--- src/rtl/fb_arb_pkg.sv ---
`default_nettype none
// ============================================================================
// Module      : fb_arb_pkg
// Description : Shared types and default parameter values for the frame-buffer
//               read arbiter and its prefetch FIFO.
// Revision    : 1.0 - initial release
// ============================================================================
package fb_arb_pkg;

   // Prefetch sequencer states
   typedef enum logic [1:0] {
      IDLE = 2'd0,
      RUN  = 2'd1,
      DONE = 2'd2
   } arb_state_t;

   localparam int DEF_ADDR_W       = 19;
   localparam int DEF_DATA_W       = 24;
   localparam int DEF_FRAME_PIXELS = 307200;
   localparam int DEF_FIFO_DEPTH   = 16;
   localparam int DEF_RD_LAT       = 2;
   localparam int DEF_LO_WM        = 4;

endpackage
`default_nettype wire

--- src/rtl/fb_prefetch_fifo.sv ---
`default_nettype none
// ============================================================================
// Module      : fb_prefetch_fifo
// Description : Synchronous show-ahead FIFO holding prefetched display pixels.
//               Head is presented combinationally; zero when empty. Flush
//               overrides push and pop in the same cycle.
// Revision    : 1.0 - initial release
// ============================================================================
module fb_prefetch_fifo #(
   parameter int DATA_W = 24,
   parameter int DEPTH  = 16,
   localparam int PTR_W = $clog2(DEPTH),
   localparam int LVL_W = PTR_W + 1
) (
   input  logic              clk,
   input  logic              rst,
   input  logic              flush,
   input  logic              push,
   input  logic [DATA_W-1:0] push_data,
   input  logic              pop,
   output logic [DATA_W-1:0] head,
   output logic [LVL_W-1:0]  level,
   output logic              empty
);

   logic [PTR_W-1:0]  wr_ptr_q, wr_ptr_d;
   logic [PTR_W-1:0]  rd_ptr_q, rd_ptr_d;
   logic [LVL_W-1:0]  level_q, level_d;
   logic [DATA_W-1:0] mem_q [DEPTH];
   logic              do_push;
   logic              do_pop;

   // Pointer and occupancy update; pop on empty and push on full are ignored
   always_comb begin
      do_push  = push && !flush && (level_q != LVL_W'(DEPTH));
      do_pop   = pop && !flush && (level_q != '0);
      wr_ptr_d = wr_ptr_q;
      rd_ptr_d = rd_ptr_q;
      level_d  = level_q;
      if (flush) begin
         wr_ptr_d = '0;
         rd_ptr_d = '0;
         level_d  = '0;
      end else begin
         if (do_push) wr_ptr_d = wr_ptr_q + PTR_W'(1);
         if (do_pop)  rd_ptr_d = rd_ptr_q + PTR_W'(1);
         if (do_push && !do_pop)      level_d = level_q + LVL_W'(1);
         else if (!do_push && do_pop) level_d = level_q - LVL_W'(1);
      end
   end

   // Control registers
   always_ff @(posedge clk or posedge rst) begin
      if (rst) begin
         wr_ptr_q <= '0;
         rd_ptr_q <= '0;
         level_q  <= '0;
      end else begin
         wr_ptr_q <= wr_ptr_d;
         rd_ptr_q <= rd_ptr_d;
         level_q  <= level_d;
      end
   end

   // Storage needs no reset: occupancy alone decides what is valid
   always_ff @(posedge clk) begin
      if (do_push) mem_q[wr_ptr_q] <= push_data;
   end

   assign empty = (level_q == '0);
   assign level = level_q;
   assign head  = empty ? '0 : mem_q[rd_ptr_q];

endmodule
`default_nettype wire

--- src/rtl/fb_read_arbiter.sv ---
`default_nettype none
// ============================================================================
// Module      : fb_read_arbiter
// Description : Shares a single-port frame buffer between a frame writer and
//               a sequential display prefetcher feeding a show-ahead FIFO.
//               Read grants are based on FIFO level plus reads in flight so
//               the FIFO can never overflow.
// Revision    : 1.0 - initial release
// ============================================================================
module fb_read_arbiter
   import fb_arb_pkg::*;
#(
   parameter int ADDR_W       = DEF_ADDR_W,
   parameter int DATA_W       = DEF_DATA_W,
   parameter int FRAME_PIXELS = DEF_FRAME_PIXELS,
   parameter int FIFO_DEPTH   = DEF_FIFO_DEPTH,
   parameter int RD_LAT       = DEF_RD_LAT,
   parameter int LO_WM        = DEF_LO_WM
) (
   input  logic                          clk,
   input  logic                          rst,
   input  logic                          frame_start,
   input  logic                          pix_rd,
   output logic [DATA_W-1:0]             pix_data,
   output logic                          pix_underrun,
   output logic [$clog2(FIFO_DEPTH):0]   fifo_level,
   input  logic                          wr_req,
   input  logic [ADDR_W-1:0]             wr_addr,
   input  logic [DATA_W-1:0]             wr_data,
   output logic                          wr_ack,
   output logic                          mem_en,
   output logic                          mem_we,
   output logic [ADDR_W-1:0]             mem_addr,
   output logic [DATA_W-1:0]             mem_wdata,
   input  logic [DATA_W-1:0]             mem_rdata
);

   localparam int LVL_W = $clog2(FIFO_DEPTH) + 1;
   localparam int CMT_W = $clog2(FIFO_DEPTH + RD_LAT + 2) + 1;

   arb_state_t        state_q, state_d;
   logic [ADDR_W-1:0] rd_addr_q, rd_addr_d;
   logic [RD_LAT-1:0] vld_q, vld_d;
   logic              mem_en_q, mem_en_d;
   logic              mem_we_q, mem_we_d;
   logic [ADDR_W-1:0] mem_addr_q, mem_addr_d;
   logic [DATA_W-1:0] mem_wdata_q, mem_wdata_d;
   logic              wr_ack_q, wr_ack_d;
   logic              underrun_q, underrun_d;

   logic              rd_issue;
   logic [CMT_W-1:0]  committed;
   logic              grant_rd;
   logic              grant_wr;
   logic [LVL_W-1:0]  fifo_level_w;
   logic              fifo_empty;

   // A read currently on the memory bus is the youngest in-flight read
   assign rd_issue = mem_en_q && !mem_we_q;

   // Committed level: FIFO occupancy plus every read not yet pushed
   always_comb begin
      committed = CMT_W'(fifo_level_w) + CMT_W'(rd_issue);
      for (int i = 0; i < RD_LAT; i++) begin
         committed = committed + CMT_W'(vld_q[i]);
      end
   end

   // Arbitration, address counter and prefetch state sequencing
   always_comb begin
      state_d     = state_q;
      rd_addr_d   = rd_addr_q;
      mem_en_d    = 1'b0;
      mem_we_d    = 1'b0;
      mem_addr_d  = mem_addr_q;
      mem_wdata_d = mem_wdata_q;
      wr_ack_d    = 1'b0;
      grant_rd    = 1'b0;
      grant_wr    = 1'b0;
      if (frame_start) begin
         state_d   = RUN;
         rd_addr_d = '0;
      end else begin
         if (state_q == RUN && committed < CMT_W'(LO_WM)) begin
            grant_rd = 1'b1;
         end else if (wr_req && !wr_ack_q) begin
            grant_wr = 1'b1;
         end else if (state_q == RUN && committed < CMT_W'(FIFO_DEPTH)) begin
            grant_rd = 1'b1;
         end
         if (grant_wr) begin
            mem_en_d    = 1'b1;
            mem_we_d    = 1'b1;
            mem_addr_d  = wr_addr;
            mem_wdata_d = wr_data;
            wr_ack_d    = 1'b1;
         end
         if (grant_rd) begin
            mem_en_d   = 1'b1;
            mem_addr_d = rd_addr_q;
            rd_addr_d  = rd_addr_q + ADDR_W'(1);
            if (rd_addr_q == ADDR_W'(FRAME_PIXELS - 1)) state_d = DONE;
         end
      end
   end

   // Read-latency valid pipe and sticky underrun; frame_start kills both
   always_comb begin
      vld_d      = '0;
      underrun_d = underrun_q;
      if (frame_start) begin
         underrun_d = 1'b0;
      end else begin
         vld_d[0] = rd_issue;
         for (int i = 1; i < RD_LAT; i++) begin
            vld_d[i] = vld_q[i-1];
         end
         if (pix_rd && fifo_empty) underrun_d = 1'b1;
      end
   end

   // State and output registers
   always_ff @(posedge clk or posedge rst) begin
      if (rst) begin
         state_q     <= IDLE;
         rd_addr_q   <= '0;
         vld_q       <= '0;
         mem_en_q    <= 1'b0;
         mem_we_q    <= 1'b0;
         mem_addr_q  <= '0;
         mem_wdata_q <= '0;
         wr_ack_q    <= 1'b0;
         underrun_q  <= 1'b0;
      end else begin
         state_q     <= state_d;
         rd_addr_q   <= rd_addr_d;
         vld_q       <= vld_d;
         mem_en_q    <= mem_en_d;
         mem_we_q    <= mem_we_d;
         mem_addr_q  <= mem_addr_d;
         mem_wdata_q <= mem_wdata_d;
         wr_ack_q    <= wr_ack_d;
         underrun_q  <= underrun_d;
      end
   end

   fb_prefetch_fifo #(
      .DATA_W (DATA_W),
      .DEPTH  (FIFO_DEPTH)
   ) u_fifo (
      .clk       (clk),
      .rst       (rst),
      .flush     (frame_start),
      .push      (vld_q[RD_LAT-1]),
      .push_data (mem_rdata),
      .pop       (pix_rd),
      .head      (pix_data),
      .level     (fifo_level_w),
      .empty     (fifo_empty)
   );

   assign fifo_level   = fifo_level_w;
   assign pix_underrun = underrun_q;
   assign wr_ack       = wr_ack_q;
   assign mem_en       = mem_en_q;
   assign mem_we       = mem_we_q;
   assign mem_addr     = mem_addr_q;
   assign mem_wdata    = mem_wdata_q;

endmodule
`default_nettype wire
--- config.mk ---
export PLATFORM = sky130hd
export DESIGN_NAME = fb_read_arbiter
export DESIGN_NICKNAME = d
export VERILOG_FILES = /design/src/rtl/fb_arb_pkg.sv /design/src/rtl/fb_prefetch_fifo.sv /design/src/rtl/fb_read_arbiter.sv
export SDC_FILE = /design/constraint.sdc
export NUM_CORES = 1
export LEC_CHECK = 0
export CORE_AREA = 2 2 202 204
export CTS_BUF_LIST = sky130_fd_sc_hd__clkbuf_2
export CTS_CLUSTER_SIZE = 30
export DETAILED_ROUTE_END_ITERATION = 16
export DIE_AREA = 0 0 204 206
export GPL_ROUTABILITY_DRIVEN = 1
export PLACE_DENSITY = 0.68
export SLEW_MARGIN = 20
export SYNTH_ARGS = -nofsm -noshare
export SYNTH_HDL_FRONTEND = slang
export SYNTH_SLANG_ARGS = --single-unit
--- constraint.sdc ---
create_clock -name clk -period 4.7 [get_ports clk]
set_input_delay 0.94 -clock clk [delete_from_list [all_inputs] [get_ports clk]]
set_output_delay 0.94 -clock clk [all_outputs]
set_load 0.005 [all_outputs]
==> results.txt <==
- Combinational cell fraction of total power: 24.9%
- The filler cells instantiated in the layout total 3200.
- The internal portion of the total power is 7.16 mW.
- The clock passes through at most 3 buffers.
- Ports: 148
- Hold violation count in the final report: 0
- Total power after layout: 9.92 mW
* Critical path launch point type: flop
* Post-DP HPWL: 22900 um
* Syn Std Cell Area: 18600 sq um
- In this run, placement finished with an instance count of 1630.
- Registers take 13600 sq um.
- # clock sinks: 466
- FP Rows: 74
- Overall global routing resource usage: 19.3%
- Syn-to-layout area delta: 18.4%
* Placed inst area: 20900 sq um
- Highest attainable clock frequency: 222 MHz
* Yosys reg bits: 466
- Per report_power, the clock group accounts for 25.8% of the total.
- XOR/XNOR share of the synthesized area: 0.465%
* Die area: 42000 sq um
* Clock input transition at the sequential cells of the worst setup and hold paths: 0.10 ns
* Length of the first detailed-routing pass in iterations: 5
* Root buf cell: sky130_fd_sc_hd__clkbuf_2
* Share of the synthesized area in compound gates (AO/OA/AOI/OAI): 2.40%
- Once the floorplan was initialized, standard cells occupied 46.2% of the core.
- Summing all multi-input logic gate instances after layout gives 4740 sq um.
- After floorplanning, the core was sized to cover 40200 sq um.
- The count of buffers added on input and output ports is 147.
- For this design, the CTS-stage hold fixing added 0 buffers.
* Total nets after synthesis: 1049
- By startpoint and endpoint, the worst setup path is classified as flop to primary output.
- The number of setup buffers added after CTS is 0.
- With fillers left out, the area of the finished cells amounts to 22000 sq um.
- Via count of the first global-routing pass: 10200
* Final Setup Violations: 0
- Clock H-tree levels: 3
- The synthesized design contains 384 enable-type register cells.
- In the routed design, unresolved DRC markers number 0.
* Number of instances in the synthesized netlist: 965
* Starting DRT DRC Count: 697
* Final net count: 1295
* Setup skew after layout: 0.0849 ns
- Registers are responsible for 49.3% of the overall power.
- Buffers inserted during clock tree synthesis total 110.
* Final Max Slew Viols: 0
- Summing the areas of all and, or, nand and nor instances in the mapped netlist gives 5.18% of the synthesized area.
- Vias post-DR: 9907
- Adder-cell share of the synthesized area: 0.890%
* Post-DR wirelength/cell: 21.9 um
- Sequential share of the synthesized area: 73.2%
- Static leakage: 7.36 nW
- Yosys mapped the design onto 49 distinct sky130hd cell types.
* Wire length of the first global-routing pass: 59700 um
* Proportion of synthesized flip-flops having asynchronous set or reset: 17.6%
- Main combinational cell family by area after synthesis: multiplexers
* Proportion of total power due to net switching: 27.8%
- Run status: finished, final reports clean
- Worst-skew pair later-pin latency: 1.08 ns
* Prevailing post-synth register cell: sky130_fd_sc_hd__edfxtp_1
* Multiplexer area fraction after synthesis: 16.3%
- Number of violations of the max-capacitance limit: 0
* Antenna violations before repair: 1
* Highest net fanout along the worst path: 38
- CTS tree: done
* Final routed wirelength across all metal layers: 39900 um
- In the final layout, the share of cells above drive strength 1 is 29.5%.
- The worst setup path is captured at a primary output.
- In the routed layout, each cell is associated on average with a via count of 5.43.
- Die height: 206 um
- After layout, the minimum clock period comes to 4.50 ns.
* Switching power: 2.76 mW
- Dividing total power by cell area gives a power density of 451 nW/um^2.
- The startpoint identified for the worst register-to-register timing path is u_fifo.level[0].
* Die X: 204 um
- Unrepaired setup endpoints after global routing: no
- In this run the remaining antenna-violating nets after routing total 0.
- After routing, the total negative slack on setup checks comes to 0 ns.
- Slew @ Worst Pin: 1.10 ns
* Fin Hold WS: 0.412 ns
- Ratio of final minimum period to clock period: 95.7%
- Mapped Avg Cell Area: 19.2 sq um
* Required time reported for the critical path endpoint: 3.76 ns
* Hold crit path type: primary input to async pin
* Gr ovfl total: 0
- STA puts the critical path data arrival time at 3.56 ns.
* Global placement routability congestion: 0.737
- Yosys warnings: 0
* Non-filler cells, final: 1823
* Largest net degree at the start of global routing: 51
- The worst-case IR drop observed on VDD is 210 uV.
- Launching element of the worst setup path: u_fifo.rd_ptr_q[1]
- Remaining max-slew budget at the tightest pin: 26.9%
==> path summary, 6_finish.rpt <==
check	to	slack [ns]	depth (start not counted)
max in group asynchronous	mem_addr[6]	3.34	3
max	pix_data[22]	0.20	5
min reg2reg	mem_wdata[7]	0.51	1
max reg2reg	u_fifo.level[4]	1.49	9
min	u_fifo.wr_ptr_q[0]	0.41	2
min in group clk	mem_addr[16]	0.50	3
==> per-stage QoR <==
stage,setup slack [ns],util (%)
after floorplan,1.29,-
final,0.201,54.7
after CTS,0.0120,54.6
after global placement,1.10,52.1
after global routing,0.00138,54.7
after detailed placement,1.06,52.1
==> power by group through the flow <==
stage	registers [mW]	clock network [mW]	logic, mW
final	4.89	2.55	2.47
after global routing	4.93	2.88	2.68
after CTS	4.89	2.66	2.50
after detailed placement	4.98	0	2.49
after global placement	4.97	0	2.46
after floorplan	4.93	0	1.42
==> routing by layer <==
metal  global-route usage, %  share of wire, %  vias to the layer above
met4                    6.16               1.4                        0
li1                        -                 -                     4422
met2                    31.2                50                      336
met3                    4.56               6.6                       46
met5                       0                 0                        -
met1                    26.2                42                     5103
==> area by class of cell <==
cell class | count | area share (%)
inverters | 10 | 0.176
clock buffers | 148 | 3.37
well taps | 532 | 3.03
multi-input cells | 435 | 21.6
repair buffers | 188 | 8.88
clock inverters | 43 | 1.17
flip-flops and latches | 466 | 61.8
diodes | 1 | 0.0114
==> critical path, stage by stage, from the launching register on <==
cell and delay [ns]:
sky130_fd_sc_hd__dfrtp_4 0.78, sky130_fd_sc_hd__buf_16 0.30, sky130_fd_sc_hd__mux4_2 0.32, sky130_fd_sc_hd__mux4_2 0.50
sky130_fd_sc_hd__nor2b_1 0.15, sky130_fd_sc_hd__clkdlybuf4s50_1 0.51
==> state kept, by name (all words and copies together) (netlist names) <==
register and flops:
mem_addr 19, mem_en 1, mem_wdata 24, pix_underrun 1, rd_addr_q 19, state_q 2
u_fifo.level 5, u_fifo.mem_q 384, u_fifo.rd_ptr_q 4, u_fifo.wr_ptr_q 4, vld_q 2, wr_ack 1
==> synthesized netlist by cell type, types with 4 or more instances <==
cell / count / share of area [%]
sky130_fd_sc_hd__ha_1: 10 / 0.67
sky130_fd_sc_hd__mux4_2: 120 / 15
sky130_fd_sc_hd__nor2_1: 54 / 1.1
sky130_fd_sc_hd__mux2_2: 26 / 1.6
sky130_fd_sc_hd__nor2b_1: 30 / 1.0
sky130_fd_sc_hd__nand3_1: 15 / 0.40
sky130_fd_sc_hd__dfrtp_1: 82 / 11
sky130_fd_sc_hd__buf_6: 4 / 0.24
sky130_fd_sc_hd__a21oi_1: 20 / 0.54
sky130_fd_sc_hd__or4_1: 10 / 0.40
sky130_fd_sc_hd__buf_1: 6 / 0.12
sky130_fd_sc_hd__or3_1: 6 / 0.20
sky130_fd_sc_hd__o31ai_1: 10 / 0.40
sky130_fd_sc_hd__buf_2: 17 / 0.46
sky130_fd_sc_hd__inv_1: 10 / 0.20
sky130_fd_sc_hd__o21ai_0: 8 / 0.22
sky130_fd_sc_hd__a31oi_1: 19 / 0.64
sky130_fd_sc_hd__edfxtp_1: 384 / 62
sky130_fd_sc_hd__nand2_1: 53 / 1.1
sky130_fd_sc_hd__xnor2_1: 5 / 0.24
sky130_fd_sc_hd__nand4_1: 4 / 0.13
sky130_fd_sc_hd__nor3_1: 8 / 0.22
sky130_fd_sc_hd__clkbuf_1: 25 / 0.51
==> cells by family (layout without fill, tap and decap cells) <==
| logic type | after synthesis | count (layout) |
|---|---|---|
| AO/OA/AOI/OAI | 71 | 71 |
| XOR/XNOR | 9 | 9 |
| adder cells (fa/ha/maj) | 12 | 12 |
| buffers and inverters | 64 | 389 |
| flip-flops | 466 | 466 |
| multiplexers | 149 | 149 |
| other | 0 | 1 |
| AND/OR/NAND/NOR | 194 | 194 |
==> layout by cell type (no fill, tap or decap), drive strengths merged, types with 15 or more instances in the layout <==
cell	count
a31oi	19
a21oi	21
edfxtp	384
dfrtp	82
nand3	15
nand2	53
buf	40
mux4	120
mux2	26
nor2b	30
nor2	54
clkinv	40
clkbuf	149
clkdlybuf4s50	147
==> timing repair <==
item	4_1_cts	5_1_grt
cloned	0	1
setup endpoints to repair	7	1
gates resized for setup	1	4
(Power assumes the default switching activity.)
